**config.mk**
```make
export PLATFORM = sky130hd
export DESIGN_NAME = program_loader
export DESIGN_NICKNAME = d
export VERILOG_FILES = /design/src/rtl/program_loader.sv
export SDC_FILE = /design/constraint.sdc
export NUM_CORES = 1
export LEC_CHECK = 0
export CAP_MARGIN = 20
export CORE_UTILIZATION = 54
export DETAILED_ROUTE_END_ITERATION = 7
export HOLD_SLACK_MARGIN = 0.08
export PLACE_DENSITY = 0.81
export SLEW_MARGIN = 40
export SYNTH_ARGS = -nofsm -noshare
export SYNTH_HDL_FRONTEND = slang
export SYNTH_SLANG_ARGS = --single-unit
```
**constraint.sdc**
```tcl
create_clock -name clk -period 5.7 [get_ports clk]
set_input_delay 1.14 -clock clk [delete_from_list [all_inputs] [get_ports clk]]
set_output_delay 1.14 -clock clk [all_outputs]
set_load 0.005 [all_outputs]
```
**src/rtl/program_loader.sv**
```systemverilog
`default_nettype none
// ============================================================================
// program_loader : framed byte-stream boot loader into IMEM; holds the core in
//                  reset until the frame loads and its checksum matches.
// Revision 1.0
// ============================================================================
module program_loader #(
  parameter int IMEM_WORDS = 64,
  parameter int ADDR_W     = 32
) (
  input  logic              clk,
  input  logic              reset,
  input  logic              start,
  input  logic              in_valid,
  input  logic [7:0]        in_data,
  output logic              in_ready,
  output logic              imem_we,
  output logic [ADDR_W-1:0] imem_addr,
  output logic [31:0]       imem_wdata,
  output logic              core_reset,
  output logic              done,
  output logic              error
);

  typedef enum logic [2:0] {
    S_IDLE  = 3'd0,
    S_LOAD  = 3'd1,
    S_CHECK = 3'd2,
    S_RUN   = 3'd3,
    S_ERROR = 3'd4
  } state_t;

  localparam logic [7:0] C_MAX_N = 8'(IMEM_WORDS);

  state_t      state_q;
  logic [7:0]  count_q;
  logic [7:0]  word_idx_q;
  logic [7:0]  sum_q;
  logic [1:0]  byte_idx_q;
  logic [23:0] wbuf_q;

  logic        w_accept;
  logic [7:0]  sum_d;

  assign in_ready = (state_q == S_IDLE) || (state_q == S_LOAD) || (state_q == S_CHECK);
  assign w_accept = in_valid && in_ready;
  assign sum_d    = sum_q + in_data;

  always_ff @(posedge clk or posedge reset) begin
    if (reset) begin
      state_q    <= S_IDLE;
      count_q    <= 8'd0;
      word_idx_q <= 8'd0;
      sum_q      <= 8'd0;
      byte_idx_q <= 2'd0;
      wbuf_q     <= 24'd0;
      imem_we    <= 1'b0;
      imem_addr  <= '0;
      imem_wdata <= 32'd0;
      core_reset <= 1'b1;
      done       <= 1'b0;
      error      <= 1'b0;
    end else begin
      imem_we <= 1'b0;
      case (state_q)
        S_IDLE: begin
          if (w_accept) begin
            if ((in_data == 8'd0) || (in_data > C_MAX_N)) begin
              state_q <= S_ERROR;
              error   <= 1'b1;
            end else begin
              count_q    <= in_data;
              word_idx_q <= 8'd0;
              byte_idx_q <= 2'd0;
              sum_q      <= 8'd0;
              state_q    <= S_LOAD;
            end
          end
        end
        S_LOAD: begin
          if (w_accept) begin
            sum_q <= sum_d;
            if (byte_idx_q == 2'd3) begin
              imem_we    <= 1'b1;
              imem_addr  <= ADDR_W'({word_idx_q, 2'b00});
              imem_wdata <= {in_data, wbuf_q};
              word_idx_q <= word_idx_q + 8'd1;
              byte_idx_q <= 2'd0;
              if (word_idx_q == count_q - 8'd1) begin
                state_q <= S_CHECK;
              end
            end else begin
              // Shift register: after three bytes wbuf_q holds {b2, b1, b0}.
              wbuf_q     <= {in_data, wbuf_q[23:8]};
              byte_idx_q <= byte_idx_q + 2'd1;
            end
          end
        end
        S_CHECK: begin
          if (w_accept) begin
            if (in_data == sum_q) begin
              state_q    <= S_RUN;
              core_reset <= 1'b0;
              done       <= 1'b1;
            end else begin
              state_q <= S_ERROR;
              error   <= 1'b1;
            end
          end
        end
        S_RUN, S_ERROR: begin
          if (start) begin
            state_q    <= S_IDLE;
            core_reset <= 1'b1;
            done       <= 1'b0;
            error      <= 1'b0;
          end
        end
        default: begin
          state_q    <= S_IDLE;
          core_reset <= 1'b1;
          done       <= 1'b0;
          error      <= 1'b0;
        end
      endcase
    end
  end

endmodule
`default_nettype wire
```
# --- Word-level counts from Yosys, hierarchy flattened ---
# Index checks and enable logic that the tools add are counted.
word_totals:
  input_bits: 12
  elab_cells: 92
  reg_bits: 97
  out_inout_bits: 69
classes:
  bitwise_logic: 4
  eq_ne: 17
  n_reduce_logical: 17
  n_lt_le_gt_ge: 1
  addsub: 4
  muxes: 37
op_table:
  columns: ["cell", "n"]
  rows:
  - ["2-to-1 mux 8 bit", 5]
  - ["one-hot mux 8 bit (2 select lines)", 2]
  - ["2-to-1 mux 3 bit", 8]
  - ["== test 8 bit", 2]
  - ["2-to-1 mux 1 bit", 13]
  - ["!= test 2 bit (second input constant)", 6]
  - ["one-hot mux 3 bit (4 select lines)", 1]
  - ["AND reduction 6 bit", 2]
  - ["AND reduction 3 bit", 3]
  - ["adder 8 x 1 -> 8 bit (second input constant)", 1]
  - ["adder 8 bit", 1]
  - ["> comparator 8 x 7 -> 1 bit (second input constant)", 1]
  - ["logical NOT 8 bit", 1]
  - ["2-to-1 mux 2 bit", 4]
  - ["!= test 2 x 1 -> 1 bit (second input constant)", 4]
  - ["AND reduction 4 bit", 2]
  - ["subtractor 8 x 1 -> 8 bit (second input constant)", 1]
  - ["== test 3 x 2 -> 1 bit (second input constant)", 2]
  - ["one-hot mux 1 bit (3 select lines)", 2]
  - ["AND reduction 5 bit", 1]
  - ["NOT 1 bit", 4]
  - ["one-hot mux 1 bit (4 select lines)", 1]
  - ["one-hot mux 2 bit (2 select lines)", 1]
  - ["OR reduction 2 bit", 2]
  - ["other kinds (8)", 10]

# --- Depth between registers and ports, before layout ---
logic_depth:
  word_depth: 6
  ltp_mapped: 9
  mapped_depth_nobuf: 8

# --- Worst setup path after synthesis ---
# No wires, ideal clock.
synth_path:
  path_kind: "in2reg"
  startpoint: "input port in_data[3]"
  endpoint: "register sum_q[7]"
  t_arrival_ns: 2.652
  setup_slack_ns: 2.924
  t_required_ns: 5.576
  setup_time_ns: 0.124
  cell_stages: 7
  cell_sequence: "ha_1 -> a21o_1 -> a221oi_1 -> a21oi_1 -> xnor2_1 -> and3_1 -> a211o_1"
synth_via:
  elab_chain_cells: 4
synth_lines:
  columns: ["element", "line", "rtl"]
  rows:
  - ["from (decl)", "15", "input logic [7:0] in_data,"]
  - ["> comparator 8 x 7 -> 1 bit or logical NOT 8 bit (tied branches)", "68", "if ((in_data == 8'd0) || (in_data > C_MAX_N)) begin"]
  - ["logical OR 1 bit", "68", null]
  - ["!= test 2 bit (no source line)", null, null]
  - ["AND reduction 4 bit (no source line)", null, null]
  - ["to (signal assigned)", "82", "sum_q <= sum_d;"]
  - ["to (decl)", "38", "logic [7:0] sum_q;"]
# Several ways; a longest one is shown, not always the timed one. The select of a mux whose other input is x is not followed.
# A chain may end at the register's enable or synchronous reset.

# --- Worst setup path in the final report ---
layout_path:
  startpoint: "input port in_valid"
  endpoint: "register word_idx_q[4]"
layout_via:
  elab_chain_cells: 3
layout_lines:
  columns: ["element", "line", "rtl"]
  rows:
  - ["from (decl)", "14", "input logic in_valid,"]
  - ["logical AND 1 bit (*)", "46", "assign w_accept = in_valid && in_ready;"]
  - ["!= test 2 bit (no source line)", null, null]
  - ["AND reduction 5 bit (no source line) (*)", null, null]
  - ["to (signal assigned)", "87", "word_idx_q <= word_idx_q + 8'd1;"]
  - ["to (decl)", "37", "logic [7:0] word_idx_q;"]
# Every way passes the cells marked *; elsewhere a longest branch is shown, timed or not.

==> impl_summary.txt <==
----------------------------------------------------
[Pwr]
  Cell leakage power ... 2.575 nW
  Share of total power in combinational logic ... 0.376
  Internal Pwr Total ... 0.001671 W
  Pwr dens ... 477.8 nW/um2
  Reg power frac ... 0.450
  Part of the total power dissipated in the clock network ... 0.174
  Max VDD drop ... 0.0002284 V
  Fraction of power spent switching nets ... 0.3467
  Overall power ... 0.002557 W
  Switching component of the power ... 0.0008867 W

[Route]
  WL met2 ... 4616 um
  DRT iter0 DRCs ... 203
  Met1 Wirelength ... 4125 um
  Number of design rule violations left after detail routing ... 0
  Wire per inst ... 15.17 um
  Number of vias in the routed layout ... 3306
  Final ANT Viol Nets ... 0
  Via-per-instance ratio ... 5.384
  Number of detailed-routing iterations run before antenna repair ... 4
  Routed WL ... 9312 um
  Top routing layer in use ... met4
  Met3 wirelength from detailed routing ... 398 um

[Global routing]
  Number of antenna violations at the first check in global routing ... 0
  Overall fraction of global-route tracks in use ... 0.2336
  Congestion Overflow GR ... 0
  Global-route wire length before repair ... 15870 um
  Vias in the first global route ... 3335
  Pin count of the biggest net entering global routing ... 56

[Synthesis]
  Yosys synthesis warning count ... 0
  Sequential fraction of the synthesis area ... 0.5252
  Most used flip-flop cell after synthesis ... sky130_fd_sc_hd__dfrtp_1
  Cells taking the most area after synthesis ... sky130_fd_sc_hd__dfrtp_1 (52%), sky130_fd_sc_hd__nand2_1 (11%), sky130_fd_sc_hd__mux2_2 (6.8%)
  Number of flops mapped to enable cells by yosys ... 0
  Synth area leader ... sky130_fd_sc_hd__dfrtp_1
  Proportion of register bits with asynchronous set or reset after synthesis ... 1.000
  Synthesized flop and latch total ... 97
  Cell Area, Synth ... 4624 um2
  Distinct cell type count after synthesis ... 52
  Cell count after synthesis ... 456
  Area share of the leading cell type in the synthesized netlist ... 0.5195
  Post-synthesis average cell area ... 10.14 um2

[Floorplan]
  Effective utilization at floorplan ... 0.5600
  Horiz. Die Dim ... 94.54 um
  Placement Rows ... 33
  Die Y-Extent ... 94.54 um
  Number of top-level pins ... 81
  CORE AREA ... 8258 um2
  Area of the die ... 8938 um2

[CTS]
  Cell at the root of the clock tree ... sky130_fd_sc_hd__clkbuf_8
  Insertion delay to the later sink of the worst-skew pair ... 0.38 ns
  Resize count post-CTS ... 0
  CTS sink cnt ... 97
  Number of buffers inserted during clock tree synthesis ... 9
  TritonCTS clock tree ... done
  Cts-stage hold buffer count ... 0
  Clock-pin slew of the registers on the worst-case setup and hold paths ... 0.11 ns
  Largest buffer count on any clock path ... 2
  Post-CTS Repair Setup Buffers ... 0
  H-tree levels ... 3

[Timing]
  Min cycle time layout ... 3.240 ns
  Final cycle utilization of the critical path ... 0.5684
  Relative slew slack ... 0.4936
  Final worst slack ... 2.460 ns
  Highest achievable clock rate ... 308.6 MHz
  Setup repair after global routing missed its margin ... false
  Setup violations, final ... 0
  Worst-case clock skew ... 0.01408 ns
  Final Hold Violating Endpoints ... 0
  Number of pins exceeding their max-slew limit in the final report ... 0
  Setup Total Neg Slack ... 0 ns
  Slew at the pin with the worst max-slew slack ... 0.7579 ns

[Setup path]
  FF-to-FF path depth ... 7
  Family with the most delay on the worst path ... buffers and inverters
  Critical R2R Launch ... state_q[1]
  Destination of the critical timing path ... word_idx_q[4]
  Terminus of the critical flop-to-flop path ... word_idx_q[4]
  Slowest-stage cell, CP ... sky130_fd_sc_hd__inv_2
  Path type of the worst setup path ... input pin to register
  Crit-path max FO ... 45
  Type of destination of the critical path ... register
  R2R setup slack ... 3.10 ns
  Arr. time, crit path ... 3.49 ns
  CP Depth ... 8
  Critical path cell sequence ... clkdlybuf4s50_1 > and4bb_2 > nand2_1 > buf_4 > inv_2 > nand4_1 > xor2_1 > nor2_1
  Kind of launch point of the worst setup path ... input pin
  Launch point of the critical path ... in_valid
  Buf+Inv Stages, Crit Path ... 3
  Maximum single-stage delay on the critical path ... 0.59 ns
  Required time of the critical path ... 5.95 ns

[Place]
  Placed instance area ... 5159 um2
  Placement Setup Slack ... 2.066 ns
  Total of buffers placed on input and output ports ... 56
  Placer Congestion ... 0.8159
  Dpl hpwl ... 6397 um
  Number of instances in the placed design ... 598

[Final layout]
  Final Non-Filler Cells ... 614
  Antenna fix cells ... 0
  Top library cells by usage in the layout, fill and taps aside ... sky130_fd_sc_hd__nand2_1 (131), sky130_fd_sc_hd__dfrtp_1 (96), sky130_fd_sc_hd__clkdlybuf4s50_1 (56)
  Number of nets in the final layout ... 527
  Most frequent standard cell in the layout excluding fill and tap cells ... sky130_fd_sc_hd__nand2_1
  Layout Cell Area excl Fill ... 5353 um2
  Layout cells sized above 1 ... 0.1139
  Layout overhead on the synthesized area ... 15.75%

[Status]
  Result of the run ... completed

[Hold path]
  Hold Crit Class ... register to register

[Flow run]
  Max Cap Viol ... 0

----------------------------------------------------
-- cell type report --
type	instances	area (um2)
fillers	672	2905
flip-flops and latches	97	2429
multi-input cells	328	1981
repair buffers	58	575.6
clock buffers	10	137.6
well taps	105	131.4
clock inverters	6	56.30
inverters	10	42.54
-- cells by family (layout without fill, tap and decap cells) --
| family | Yosys count | in the layout | synth area share |
|---|---|---|---|
| xor+xnor | 25 | 25 | 0.04735 |
| fa+ha+maj | 11 | 11 | 0.03139 |
| flops | 97 | 97 | 0.5252 |
| other cells | 1 | 24 | 0.0008109 |
| buf+inv | 54 | 84 | 0.06547 |
| simple gates | 193 | 193 | 0.1870 |
| mux | 29 | 29 | 0.07062 |
| compound gates | 46 | 46 | 0.07224 |
-- power by group through the flow --
| stage | Combinational, W | Sequential [W] | Clock [W] |
|---|---|---|---|
| after global placement | 0.000921 | 0.00115 | 0 |
| after global routing | 0.00108 | 0.00119 | 0.000481 |
| after detailed placement | 0.000966 | 0.00116 | 0 |
| after CTS | 0.000974 | 0.00115 | 0.000452 |
| after floorplan | 0.000611 | 0.00112 | 0 |
| final | 0.000962 | 0.00115 | 0.000446 |
-- worst min-delay path: stages (launching register included) --
cell                      delay, ns
sky130_fd_sc_hd__dfrtp_1       0.36
sky130_fd_sc_hd__nand2_1       0.05
sky130_fd_sc_hd__nand2_1       0.05
-- worst min-delay path by stage --
stage | startpoint | to | slack (ns) | cells past startpoint
after floorplan | wbuf_q[0] | imem_wdata[0] | 0.43 | 2
after global placement | wbuf_q[6] | imem_wdata[6] | 0.45 | 2
after detailed placement | wbuf_q[6] | imem_wdata[6] | 0.46 | 2
after CTS | wbuf_q[7] | imem_wdata[7] | 0.48 | 2
after global routing | imem_addr[5] | imem_addr[5] | 0.52 | 2
final | wbuf_q[1] | imem_wdata[1] | 0.47 | 2
-- through the flow --
step	util	hold WS (ns)
2_1_floorplan	-	0.4348
3_3_place_gp	0.6241	0.4523
3_5_place_dp	0.6247	0.4573
4_1_cts	0.6482	0.4827
5_1_grt	0.6482	0.5170
6_report	0.6482	0.4676
-- state kept, by name, indices dropped and copies added, names as in the netlist --
name	flops
byte_idx_q	2
core_reset	1
count_q	8
done	1
error	1
imem_addr	8
imem_wdata	32
imem_we	1
state_q	3
sum_q	8
wbuf_q	24
word_idx_q	8
-- routing by layer --
layer  global-route usage  up-vias
met4              0.08712        0
met5                    0        -
met2               0.3907       85
met1               0.3015     1639
met3              0.04589       14
li1                     -     1568
-- Yosys cell counts (2+ instances only) --
master	number
sky130_fd_sc_hd__a21o_1	3
sky130_fd_sc_hd__a21oi_1	9
sky130_fd_sc_hd__a22o_1	8
sky130_fd_sc_hd__and2_1	2
sky130_fd_sc_hd__and3_1	7
sky130_fd_sc_hd__buf_2	5
sky130_fd_sc_hd__buf_4	25
sky130_fd_sc_hd__clkbuf_1	14
sky130_fd_sc_hd__dfrtp_1	96
sky130_fd_sc_hd__ha_1	10
sky130_fd_sc_hd__inv_1	9
sky130_fd_sc_hd__mux2_2	28
sky130_fd_sc_hd__nand2_1	131
sky130_fd_sc_hd__nand2b_1	2
sky130_fd_sc_hd__nand3_1	6
sky130_fd_sc_hd__nand4_1	4
sky130_fd_sc_hd__nor2_1	17
sky130_fd_sc_hd__nor3_1	6
sky130_fd_sc_hd__nor3b_1	5
sky130_fd_sc_hd__nor4_1	2
sky130_fd_sc_hd__o21a_1	2
sky130_fd_sc_hd__o21ai_0	9
sky130_fd_sc_hd__o21bai_1	2
sky130_fd_sc_hd__or3_1	3
sky130_fd_sc_hd__xnor2_1	13
sky130_fd_sc_hd__xor2_1	12
Power figures use the tool's default switching activity.
